$ cat config.mk
export PLATFORM = sky130hd
export DESIGN_NAME = instr_sequencer
export DESIGN_NICKNAME = d
export VERILOG_FILES = /design/src/rtl/cpu_pkg.sv /design/src/rtl/instr_decode.sv /design/src/rtl/instr_sequencer.sv
export SDC_FILE = /design/constraint.sdc
export NUM_CORES = 1
export LEC_CHECK = 0
export ABC_AREA = 1
export BUFFER_PORTS_ARGS = -buffer_cell sky130_fd_sc_hd__buf_4
export CAP_MARGIN = 10
export CORE_MARGIN = 1.5
export CORE_UTILIZATION = 50
export DETAILED_ROUTE_END_ITERATION = 12
export PLACE_DENSITY = 0.88
export SLEW_MARGIN = 20
export SYNTH_ARGS = -nofsm -noshare
export SYNTH_HDL_FRONTEND = slang
export SYNTH_SLANG_ARGS = --single-unit
$ cat constraint.sdc
create_clock -name clk -period 6.3 [get_ports clk]
set_clock_uncertainty 0.2 [all_clocks]
set_input_delay 0.945 -clock clk [delete_from_list [all_inputs] [get_ports clk]]
set_output_delay 0.945 -clock clk [all_outputs]
set_load 0.02 [all_outputs]
$ cat src/rtl/cpu_pkg.sv
// cpu_pkg
// Shared definitions for the 16-bit CPU control path: opcode constants,
// sequencer state encoding, ALU operation encodings, instruction field
// widths and the register index that mirrors the program counter.
package cpu_pkg;

  localparam int DATA_W   = 16;
  localparam int OPCODE_W = 4;
  localparam int REG_W    = 4;
  localparam int IMM_W    = 8;

  localparam logic [OPCODE_W-1:0] OP_NOP  = 4'h0;
  localparam logic [OPCODE_W-1:0] OP_ADD  = 4'h1;
  localparam logic [OPCODE_W-1:0] OP_SUB  = 4'h2;
  localparam logic [OPCODE_W-1:0] OP_AND  = 4'h3;
  localparam logic [OPCODE_W-1:0] OP_OR   = 4'h4;
  localparam logic [OPCODE_W-1:0] OP_LDI  = 4'h5;
  localparam logic [OPCODE_W-1:0] OP_BEQZ = 4'h6;
  localparam logic [OPCODE_W-1:0] OP_HALT = 4'hF;

  // Register 15 reads back the PC and must never be written.
  localparam logic [REG_W-1:0] PC_REG = 4'd15;

  typedef enum logic [2:0] {
    FETCH,
    DECODE,
    EXECUTE,
    WRITEBACK,
    HALTED
  } state_e;

  typedef enum logic [1:0] {
    ALU_ADD = 2'd0,
    ALU_SUB = 2'd1,
    ALU_AND = 2'd2,
    ALU_OR  = 2'd3
  } alu_op_e;

  function automatic logic [DATA_W-1:0] sext_imm8(input logic [IMM_W-1:0] imm);
    return {{(DATA_W-IMM_W){imm[IMM_W-1]}}, imm};
  endfunction

endpackage

$ cat src/rtl/instr_decode.sv
// instr_decode
// Purely combinational decoder from the instruction register to register
// fields, the sign-extended immediate and instruction class flags.
// Ports:
//   ir         in  16  instruction register
//   rd/rs0/rs1 out  4  register fields
//   sext_imm   out 16  sign-extended imm8
//   is_*       out  1  instruction class flags
//   writes_rd  out  1  instruction produces a register result
module instr_decode
  import cpu_pkg::*;
(
  input  logic [DATA_W-1:0] ir,
  output logic [REG_W-1:0]  rd,
  output logic [REG_W-1:0]  rs0,
  output logic [REG_W-1:0]  rs1,
  output logic [DATA_W-1:0] sext_imm,
  output logic              is_alu,
  output logic              is_ldi,
  output logic              is_beqz,
  output logic              is_halt,
  output logic              is_illegal,
  output logic              writes_rd
);

  logic [OPCODE_W-1:0] opcode;
  logic                is_nop;
  logic                bad_opcode;

  assign opcode   = ir[15:12];
  assign rd       = ir[11:8];
  assign rs0      = ir[7:4];
  assign rs1      = ir[3:0];
  assign sext_imm = sext_imm8(ir[IMM_W-1:0]);

  assign is_nop  = (opcode == OP_NOP);
  assign is_alu  = (opcode >= OP_ADD) && (opcode <= OP_OR);
  assign is_ldi  = (opcode == OP_LDI);
  assign is_beqz = (opcode == OP_BEQZ);
  assign is_halt = (opcode == OP_HALT);

  assign writes_rd  = is_alu | is_ldi;
  assign bad_opcode = ~(is_nop | is_alu | is_ldi | is_beqz | is_halt);

  // A write aimed at the PC mirror is rejected like an unknown opcode.
  assign is_illegal = bad_opcode | (writes_rd & (rd == PC_REG));

endmodule

$ cat src/rtl/instr_sequencer.sv
// instr_sequencer
// Multi-cycle fetch/decode/execute/writeback controller. Owns the PC, the
// instruction register and the result register, drives the RegFile read
// selects and write port, and steers the external ALU.
// Ports:
//   clk, rst_n                    clock, async active-low reset
//   imem_req/addr/ready/rdata     instruction fetch handshake
//   sel0, sel1, insr              RegFile read selects
//   rf_outvalue                   RegFile contents of register insr
//   alu_op, alu_result            external ALU control and result
//   write_address/data_in/write_en RegFile write port
//   pc                            program counter
//   halted                        sticky halt indication
//   illegal                       one-cycle pulse on an illegal instruction
module instr_sequencer
  import cpu_pkg::*;
#(
  parameter logic [DATA_W-1:0] RESET_PC = 16'h0000
) (
  input  logic              clk,
  input  logic              rst_n,
  output logic              imem_req,
  output logic [DATA_W-1:0] imem_addr,
  input  logic              imem_ready,
  input  logic [DATA_W-1:0] imem_rdata,
  output logic [REG_W-1:0]  sel0,
  output logic [REG_W-1:0]  sel1,
  output logic [REG_W-1:0]  insr,
  input  logic [DATA_W-1:0] rf_outvalue,
  output logic [1:0]        alu_op,
  input  logic [DATA_W-1:0] alu_result,
  output logic [REG_W-1:0]  write_address,
  output logic [DATA_W-1:0] data_in,
  output logic              write_en,
  output logic [DATA_W-1:0] pc,
  output logic              halted,
  output logic              illegal
);

  state_e            state_q, state_d;
  logic [DATA_W-1:0] pc_q, pc_d;
  logic [DATA_W-1:0] ir_q, ir_d;
  logic [DATA_W-1:0] res_q, res_d;

  logic [REG_W-1:0]    rd, rs0, rs1;
  logic [DATA_W-1:0]   sext_imm;
  logic                is_alu, is_ldi, is_beqz, is_halt, is_illegal, writes_rd;
  logic [OPCODE_W-1:0] alu_code;

  instr_decode u_decode (
    .ir         (ir_q),
    .rd         (rd),
    .rs0        (rs0),
    .rs1        (rs1),
    .sext_imm   (sext_imm),
    .is_alu     (is_alu),
    .is_ldi     (is_ldi),
    .is_beqz    (is_beqz),
    .is_halt    (is_halt),
    .is_illegal (is_illegal),
    .writes_rd  (writes_rd)
  );

  always_ff @(posedge clk or negedge rst_n) begin
    if (!rst_n) begin
      state_q <= FETCH;
      pc_q    <= RESET_PC;
      ir_q    <= '0;
      res_q   <= '0;
    end else begin
      state_q <= state_d;
      pc_q    <= pc_d;
      ir_q    <= ir_d;
      res_q   <= res_d;
    end
  end

  always_comb begin
    state_d = state_q;
    pc_d    = pc_q;
    ir_d    = ir_q;
    res_d   = res_q;
    unique case (state_q)
      FETCH: begin
        if (imem_ready) begin
          ir_d    = imem_rdata;
          pc_d    = pc_q + 16'd1;
          state_d = DECODE;
        end
      end
      DECODE: begin
        if (is_halt) begin
          state_d = HALTED;
        end else if (is_illegal) begin
          state_d = FETCH;
        end else if (is_alu || is_ldi || is_beqz) begin
          state_d = EXECUTE;
        end else begin
          state_d = FETCH;
        end
      end
      EXECUTE: begin
        if (is_alu) begin
          res_d = alu_result;
        end else if (is_ldi) begin
          res_d = sext_imm;
        end
        if (is_beqz) begin
          // pc_q already points past the branch, so the offset is relative to pc+1.
          if (rf_outvalue == '0) begin
            pc_d = pc_q + sext_imm;
          end
          state_d = FETCH;
        end else begin
          state_d = WRITEBACK;
        end
      end
      WRITEBACK: state_d = FETCH;
      HALTED:    state_d = HALTED;
      default:   state_d = FETCH;
    endcase
  end

  // Selects come straight from IR, which only changes when a fetch completes,
  // so they hold through EXECUTE/WRITEBACK and move only into the next DECODE.
  assign sel0     = rs0;
  assign sel1     = rs1;
  assign insr     = rd;
  assign alu_code = ir_q[15:12] - 4'd1;
  assign alu_op   = is_alu ? alu_code[1:0] : ALU_ADD;

  // Reset qualification keeps the request low while rst_n is held.
  assign imem_req      = (state_q == FETCH) && rst_n;
  assign imem_addr     = pc_q;
  assign pc            = pc_q;
  assign write_address = rd;
  assign data_in       = res_q;
  assign write_en      = (state_q == WRITEBACK) && writes_rd && !is_illegal;
  assign halted        = (state_q == HALTED);
  assign illegal       = (state_q == DECODE) && is_illegal;

endmodule

# After elaboration in Yosys (flattened, before gate mapping)
# Cells that the tools add are included.
# word_totals
input_bits	51
out_inout_bits	70
ff_bits	51
# op_classes
muxes	13
magnitude_cmp	2
n_bitwise	8
add_sub_neg	3
eq_ne	11
reduce_logical	16
# ops
op	count
2-to-1 mux 16 bit	5
case mux 16 bit (2 select lines)	1
adder 16 x 1 -> 16 bit (second input constant)	1
adder 16 bit	1
logical NOT 16 bit	1
case mux 3 bit (4 select lines)	1
equality test 4 x 3 -> 1 bit (second input constant)	2
equality test 4 bit (second input constant)	2
2-to-1 mux 2 bit	4
equality test 3 x 2 -> 1 bit (second input constant)	2
2-to-1 mux 3 bit	2
inequality test 2 bit (second input constant)	3
bitwise OR 1 bit	6
logical AND 1 bit	5
>= comparator 4 x 1 -> 1 bit (second input constant)	1
<= comparator 4 x 3 -> 1 bit (second input constant)	1
logical NOT 4 bit	1
AND reduction 2 bit	2
AND reduction 4 bit	1
nonzero test 2 bit	2
equality test 3 x 1 -> 1 bit (second input constant)	1
equality test 3 bit (second input constant)	1
logical NOT 3 bit	1
logical OR 1 bit	2
4 further kinds	4

# Logic depth before layout (Yosys ltp)
# Gate-level depths: netlist (run 1).
# logic_depth
depth_word	11
depth_mapped	15

# Cells and area by module
# A second synthesis (run 1) with hierarchy kept.
# hier_totals
cells_unflattened	507
hier_area_um2	3751.1
# modules_own_cells
module	seq_area_each_um2	area_per_inst_um2	instances	cells_each
instr_sequencer	1276.2	3432.0	1	457
instr_decode	0.0	319.1	1	50

# Worst setup path before layout (run 1)
# OpenSTA, ideal clock, no wires.
# synth_path
path_type	reg2out
startpoint	reg ir_q[12]
endpoint	out illegal
arrival_time_ps	1696
path_slack_ps	3459
stages_incl_launch_ff	11
n_path_buf	0
path_cell_list	dfrtp_1 > inv_1 > ha_1 > inv_1 > o21ai_2 > o21ai_4 > inv_4 > nand2_8 > nor2_1 > nand2_1 > a21oi_1
# synth_between
elab_chain_len	9
word_cells_on_any_way	16
# synth_lines
element	line	text
start, declared	instr_sequencer.sv:42	logic [DATA_W-1:0] ir_q, ir_d;
start signal, assigned	instr_sequencer.sv:73	ir_q <= ir_d;
>= comparator 4 x 1 -> 1 bit or <= comparator 4 x 3 -> 1 bit (tied branches)	instr_decode.sv:37	assign is_alu = (opcode >= OP_ADD) && (opcode <= OP_OR);
logical AND 1 bit	instr_decode.sv:37	
bitwise OR 1 bit (4 in a row)	instr_decode.sv:43	assign bad_opcode = ~(is_nop | is_alu | is_ldi | is_beqz | is_halt);
NOT 1 bit	instr_decode.sv:43	
bitwise OR 1 bit *	instr_decode.sv:46	assign is_illegal = bad_opcode | (writes_rd & (rd == PC_REG));
logical AND 1 bit *	instr_sequencer.sv:140	assign illegal = (state_q == DECODE) && is_illegal;
end, declared	instr_sequencer.sv:37	output logic illegal
# Every way passes the cells marked *; elsewhere a longest branch is shown, timed or not.

# Worst setup path after layout (run 1)
# Same ends and word-level chain as after synthesis.

==> flow_summary.ini, run 1 <==
[sta]
rsz0062_at_grt = no
min_period_ns = 3.403
fin_ws_ns = 2.897
setup_viol = 0
period_share = 0.5402
finalHoldViolations = 0
worst_pin_slew_ns = 0.9901
max_freq_mhz = 293.8
maxSlewViolCount = 0
tns_ns = 0
whs_ns = 0.2887
max_slew_margin = 0.3381

[cts]
path_clk_slew_ns = 0.10
cts_setup_buffers = 0
cts.repair.resized = 0
cts_max_path_buffers = 2
cts_hold_buf = 0
clock-root-buffer = clkbuf_8
cts_tree = done
cts_buffers = 5
clock-sinks = 51
h-tree-depth = 2
insertion_delay_ns = 0.31

[setup_path]
r2r-start = state_q[0]
r2r_slack_ns = 3.40
cp_max_fo = 18
reg2reg_to = imem_addr[15]
critical_path_required_ns = 5.15
crit_arrival_ns = 2.26
r2r_cells = 14
critPathKind = register to primary output
start_kind = register
end_kind = primary output

[yosys]
syn_area_um2 = 3613
synth_fp_nets = 578
syn_avg_cell_area_um2 = 7.141
synthCells = 506
ys_seq_area_frac = 0.3532
synth_area_leader_cell = dfrtp_1
ys_seq_elements = 51
yosysWarnings = 0
netlist-cell-type-count = 33
synth.top_cell.area_share = 0.3532
synthTopCellsByArea = dfrtp_1, nand2_1, ha_1

[finish]
fillers = 616
postLayoutCellArea_um2 = 4451
drive_gt1_frac = 0.2441
instances_no_fill = 690
layout_common_cells = nand2_1, buf_4, inv_1
diodes = 0
post-route-util = 0.6444
syn2layout_area_growth_pct = 23.16
layout_commonest_cell = nand2_1
nNetsFinal = 666

[detailed_routing]
wl_per_cell_um = 13.20
vias = 3467
drtPass1Iterations = 4
drtAntennaViolNets = 0
drc = 0
drt_iter0_drc = 163
vias_per_cell = 5.025
wirelength_um = 9110

[floorplan]
core_um2 = 6907
fp-row-count = 30
io_pins = 121
start_util = 0.5232
dieArea_um2 = 7746
die_h_um = 88.01
die_x_um = 88.01

[power_and_ir_drop]
p_leak_nw = 2.468
power_mw = 2.130
irDropWorstVdd_v = 0.0002011
p_per_area_nw_per_um2 = 478.6

[placed_design]
place_hpwl_um = 7148
io_buffers = 120
dpl_cell_area_um2 = 4344
place_congestion = 0.8967
dp.cells = 683
place_ws_ns = 3.249

[global_route]
antenna_found_initial = 0
track_usage = 0.2440
grt_overflow_total = 0
grt_pass1_vias = 3360
grt_pass1_wl_um = 14920
grt_max_degree = 53

[worst_hold_path]
hp-class = register to register
whs_path_depth = 2
min_to = data_in[5]
worstHoldStart = data_in[5]

[run_status]
status = finished clean

[flow_run]
maxCapViolCount = 0
## cell families after synthesis
kind of cell,count (synthesis),synth area share
flops,51,0.3532
mux,5,0.01558
xor+xnor,7,0.01697
compound gates,41,0.06994
fa+ha+maj,21,0.07479
simple gates,281,0.3238
buf+inv,100,0.1458
## flip-flops by register name, summed over array words and instances, names as in the netlist
register / flops
state_q: 3
data_in: 16
ir_q: 16
imem_addr: 16
## cell usage after synthesis
master and count:
nand2_1 178, inv_1 57, nor2_1 54, dfrtp_1 51
buf_4 33, nand3_1 29, a21oi_1 23, ha_1 20
o21ai_0 7, xnor2_1 7, nand4_1 6, o211ai_1 6
mux2_2 5, and2_1 4, buf_2 3, clkbuf_1 2
inv_2 2, nand2_2 2, nand2_8 2, nor3_1 2
and2_0 1, and3_1 1, buf_12 1, clkinv_4 1
fa_1 1, inv_4 1, nand3_2 1, o211ai_4 1
o21ai_1 1, o21ai_2 1, o21ai_4 1, o22ai_1 1
or2_2 1
## worst max path at each step
stage | from | endpoint | slack, ns | cells after the start
final | ir_q[12] | illegal | 2.90 | 11
after global routing | ir_q[12] | illegal | 2.74 | 11
after CTS | ir_q[12] | illegal | 2.90 | 11
after detailed placement | ir_q[12] | illegal | 3.25 | 11
after global placement | rst_n | imem_req | 3.28 | 4
after floorplan | ir_q[12] | illegal | 3.46 | 10
## power breakdown
part	leakage, nW	total, mW	internal (mW)	switching [mW]
clock	0.0502	0.226	0.116	0.110
sequential	0.591	0.601	0.471	0.130
combinational	1.83	1.30	0.498	0.805
## critical path, stage by stage, from the launching register on
cell	delay [ns]
dfrtp_1	0.43
inv_1	0.15
ha_1	0.19
inv_1	0.06
o21ai_2	0.15
o21ai_4	0.13
inv_4	0.21
nand2_8	0.09
nor2_1	0.13
nand2_1	0.10
a21oi_1	0.15
buf_4	0.16
## final cells by class
type	count	area (µm²)	share of cell area
clock buffer	5	68.82	0.01546
clock inverter	2	37.54	0.008434
inverter	61	236.5	0.05313
multi-input combinational	355	1810	0.4068
sequential	51	1276	0.2868
tap	96	120.1	0.02699
timing repair buffer	120	900.9	0.2024
## per-layer routing
layer	share of wire	global-route usage	wire, µm
met5	0	0	0
met4	0.029	0.09659	261
met3	0.065	0.04241	591
met2	0.48	0.4261	4388
met1	0.42	0.2990	3869
(Power assumes the default switching activity.)
==> run 2, diff against run 1 <==
==> constraint.sdc (replaced) <==
create_clock -name clk -period 3.4 [get_ports clk]
set_clock_uncertainty 0.2 [all_clocks]
set_input_delay 0.51 -clock clk [delete_from_list [all_inputs] [get_ports clk]]
set_output_delay 0.51 -clock clk [all_outputs]
set_load 0.02 [all_outputs]
==> flow_summary.ini, run 2 (synthesized netlist as in run 1, its figures left out) <==
[run_status]
status = finished clean

[placed_design]
dp.cells = 685
place_congestion = 0.9216
io_buffers = 120
place_ws_ns = 0.6883
place_hpwl_um = 7305
dpl_cell_area_um2 = 4359

[global_route]
met2_usage = 0.4434
grt_max_degree = 52
grt_pass1_wl_um = 15260
grt_pass1_vias = 3449
antenna_found_initial = 0
grtUsageMet3 = 0.04430
grtUsageMet1 = 0.3059
track_usage = 0.2523
top_usage_layer = met2
grt_overflow_total = 0

[setup_path]
cp_cell_sequence = inv_1 -> ha_1 -> inv_1 -> o21ai_2 -> o21ai_4 -> inv_4 -> nand2_8 -> nor2_1 -> nand2_1 -> a21oi_1 -> buf_4
cp_max_fo = 18
timing.critical_path.mode_cell = inv_1
cpPeakStageDelay_ns = 0.43
start_kind = register
end_kind = primary output
r2r_slack_ns = 0.66
crit_arrival_ns = 2.20
critPathKind = register to primary output
crit_slowest_cell = dfrtp_1
critical_path_required_ns = 2.69

[sta]
max_freq_mhz = 344.2
min_period_ns = 2.905
whs_ns = 0.1275
finalHoldViolations = 0
rsz0062_at_grt = no
maxSlewViolCount = 0
fin_ws_ns = 0.4947
setup_viol = 0
worst_pin_slew_ns = 0.9834
tns_ns = 0
period_share = 0.8545
max_slew_margin = 0.3426

[detailed_routing]
vias = 3475
drtAntennaViolNets = 0
wirelength_um = 9281
drt_iter0_drc = 187
drtPass1Iterations = 4
wl_per_cell_um = 13.39
drc = 0
vias_per_cell = 5.014

[finish]
nNetsFinal = 668
drive_gt1_frac = 0.2462
instances_no_fill = 693
syn2layout_area_growth_pct = 24.31
post-route-util = 0.6504
diodes = 0
fillers = 605
layout_common_cells = nand2_1, buf_4, inv_1
layout_commonest_cell = nand2_1
postLayoutCellArea_um2 = 4492

[floorplan]
dieArea_um2 = 7746
die_x_um = 88.01
die_h_um = 88.01
start_util = 0.5232
io_pins = 121
fp-row-count = 30
core_um2 = 6907

[power_and_ir_drop]
power_mw = 4.039
p_leak_nw = 2.493
p_per_area_nw_per_um2 = 899.1
irDropWorstVdd_v = 0.0003625

[cts]
clock-sinks = 51
cts_setup_buffers = 0
cts_hold_buf = 0
cts_buffers = 5
h-tree-depth = 2
clock-root-buffer = clkbuf_8
cts.repair.resized = 0
cts_max_path_buffers = 2
cts_tree = done
insertion_delay_ns = 0.31
path_clk_slew_ns = 0.09

[flow_run]
maxCapViolCount = 0

[worst_hold_path]
hp-class = input pin to asynchronous set/reset pin
==> run 2: cell count changes in the layout (fill, tap and decap cells not counted), sizes merged <==
cell,delta
clkbuf,+1
buf,+2
bufinv,+1
clkinvlp,-1
==> run 2: area by class of cell <==
class	instances	area (µm²)	share of cell area
inverters	61	236.5	0.05265
clock buffers	6	72.57	0.01616
clock inverters	2	60.06	0.01337
flip-flops and latches	51	1276	0.2841
well taps	96	120.1	0.02674
repair buffers	122	915.9	0.2039
multi-input cells	355	1810	0.4031
==> run 2: layer usage <==
| layer | share of wire | wire length, µm |
|---|---|---|
| met2 | 0.50 | 4596 |
| met3 | 0.070 | 652 |
| met5 | 0 | 0 |
| met1 | 0.41 | 3849 |
| met4 | 0.020 | 182 |
==> run 2: final timing paths <==
check                           depth (start not counted)            end           start
worst max register to register                         14  imem_addr[14]      state_q[2]
worst min-delay path                                    2        ir_q[4]           rst_n
worst max-delay path                                   11        illegal        ir_q[12]
min in group clk                                        2       ir_q[11]  imem_rdata[11]
max in group asynchronous                               2   imem_addr[5]           rst_n
worst min register to register                          2     data_in[0]      data_in[0]
==> run 2: critical path: cells and delay by family (launching register included) <==
family | cells | cell delay [ns]
compound gates | 3 | 0.42
simple gates | 3 | 0.33
buf+inv | 4 | 0.55
flops | 1 | 0.43
fa+ha+maj | 1 | 0.16
==> run 2: report_power, final <==
part,total [mW],switching (mW),internal [mW]
Combinational,2.43,1.50,0.924
Clock,0.493,0.199,0.294
Sequential,1.12,0.247,0.872
Total,4.04,1.95,2.09
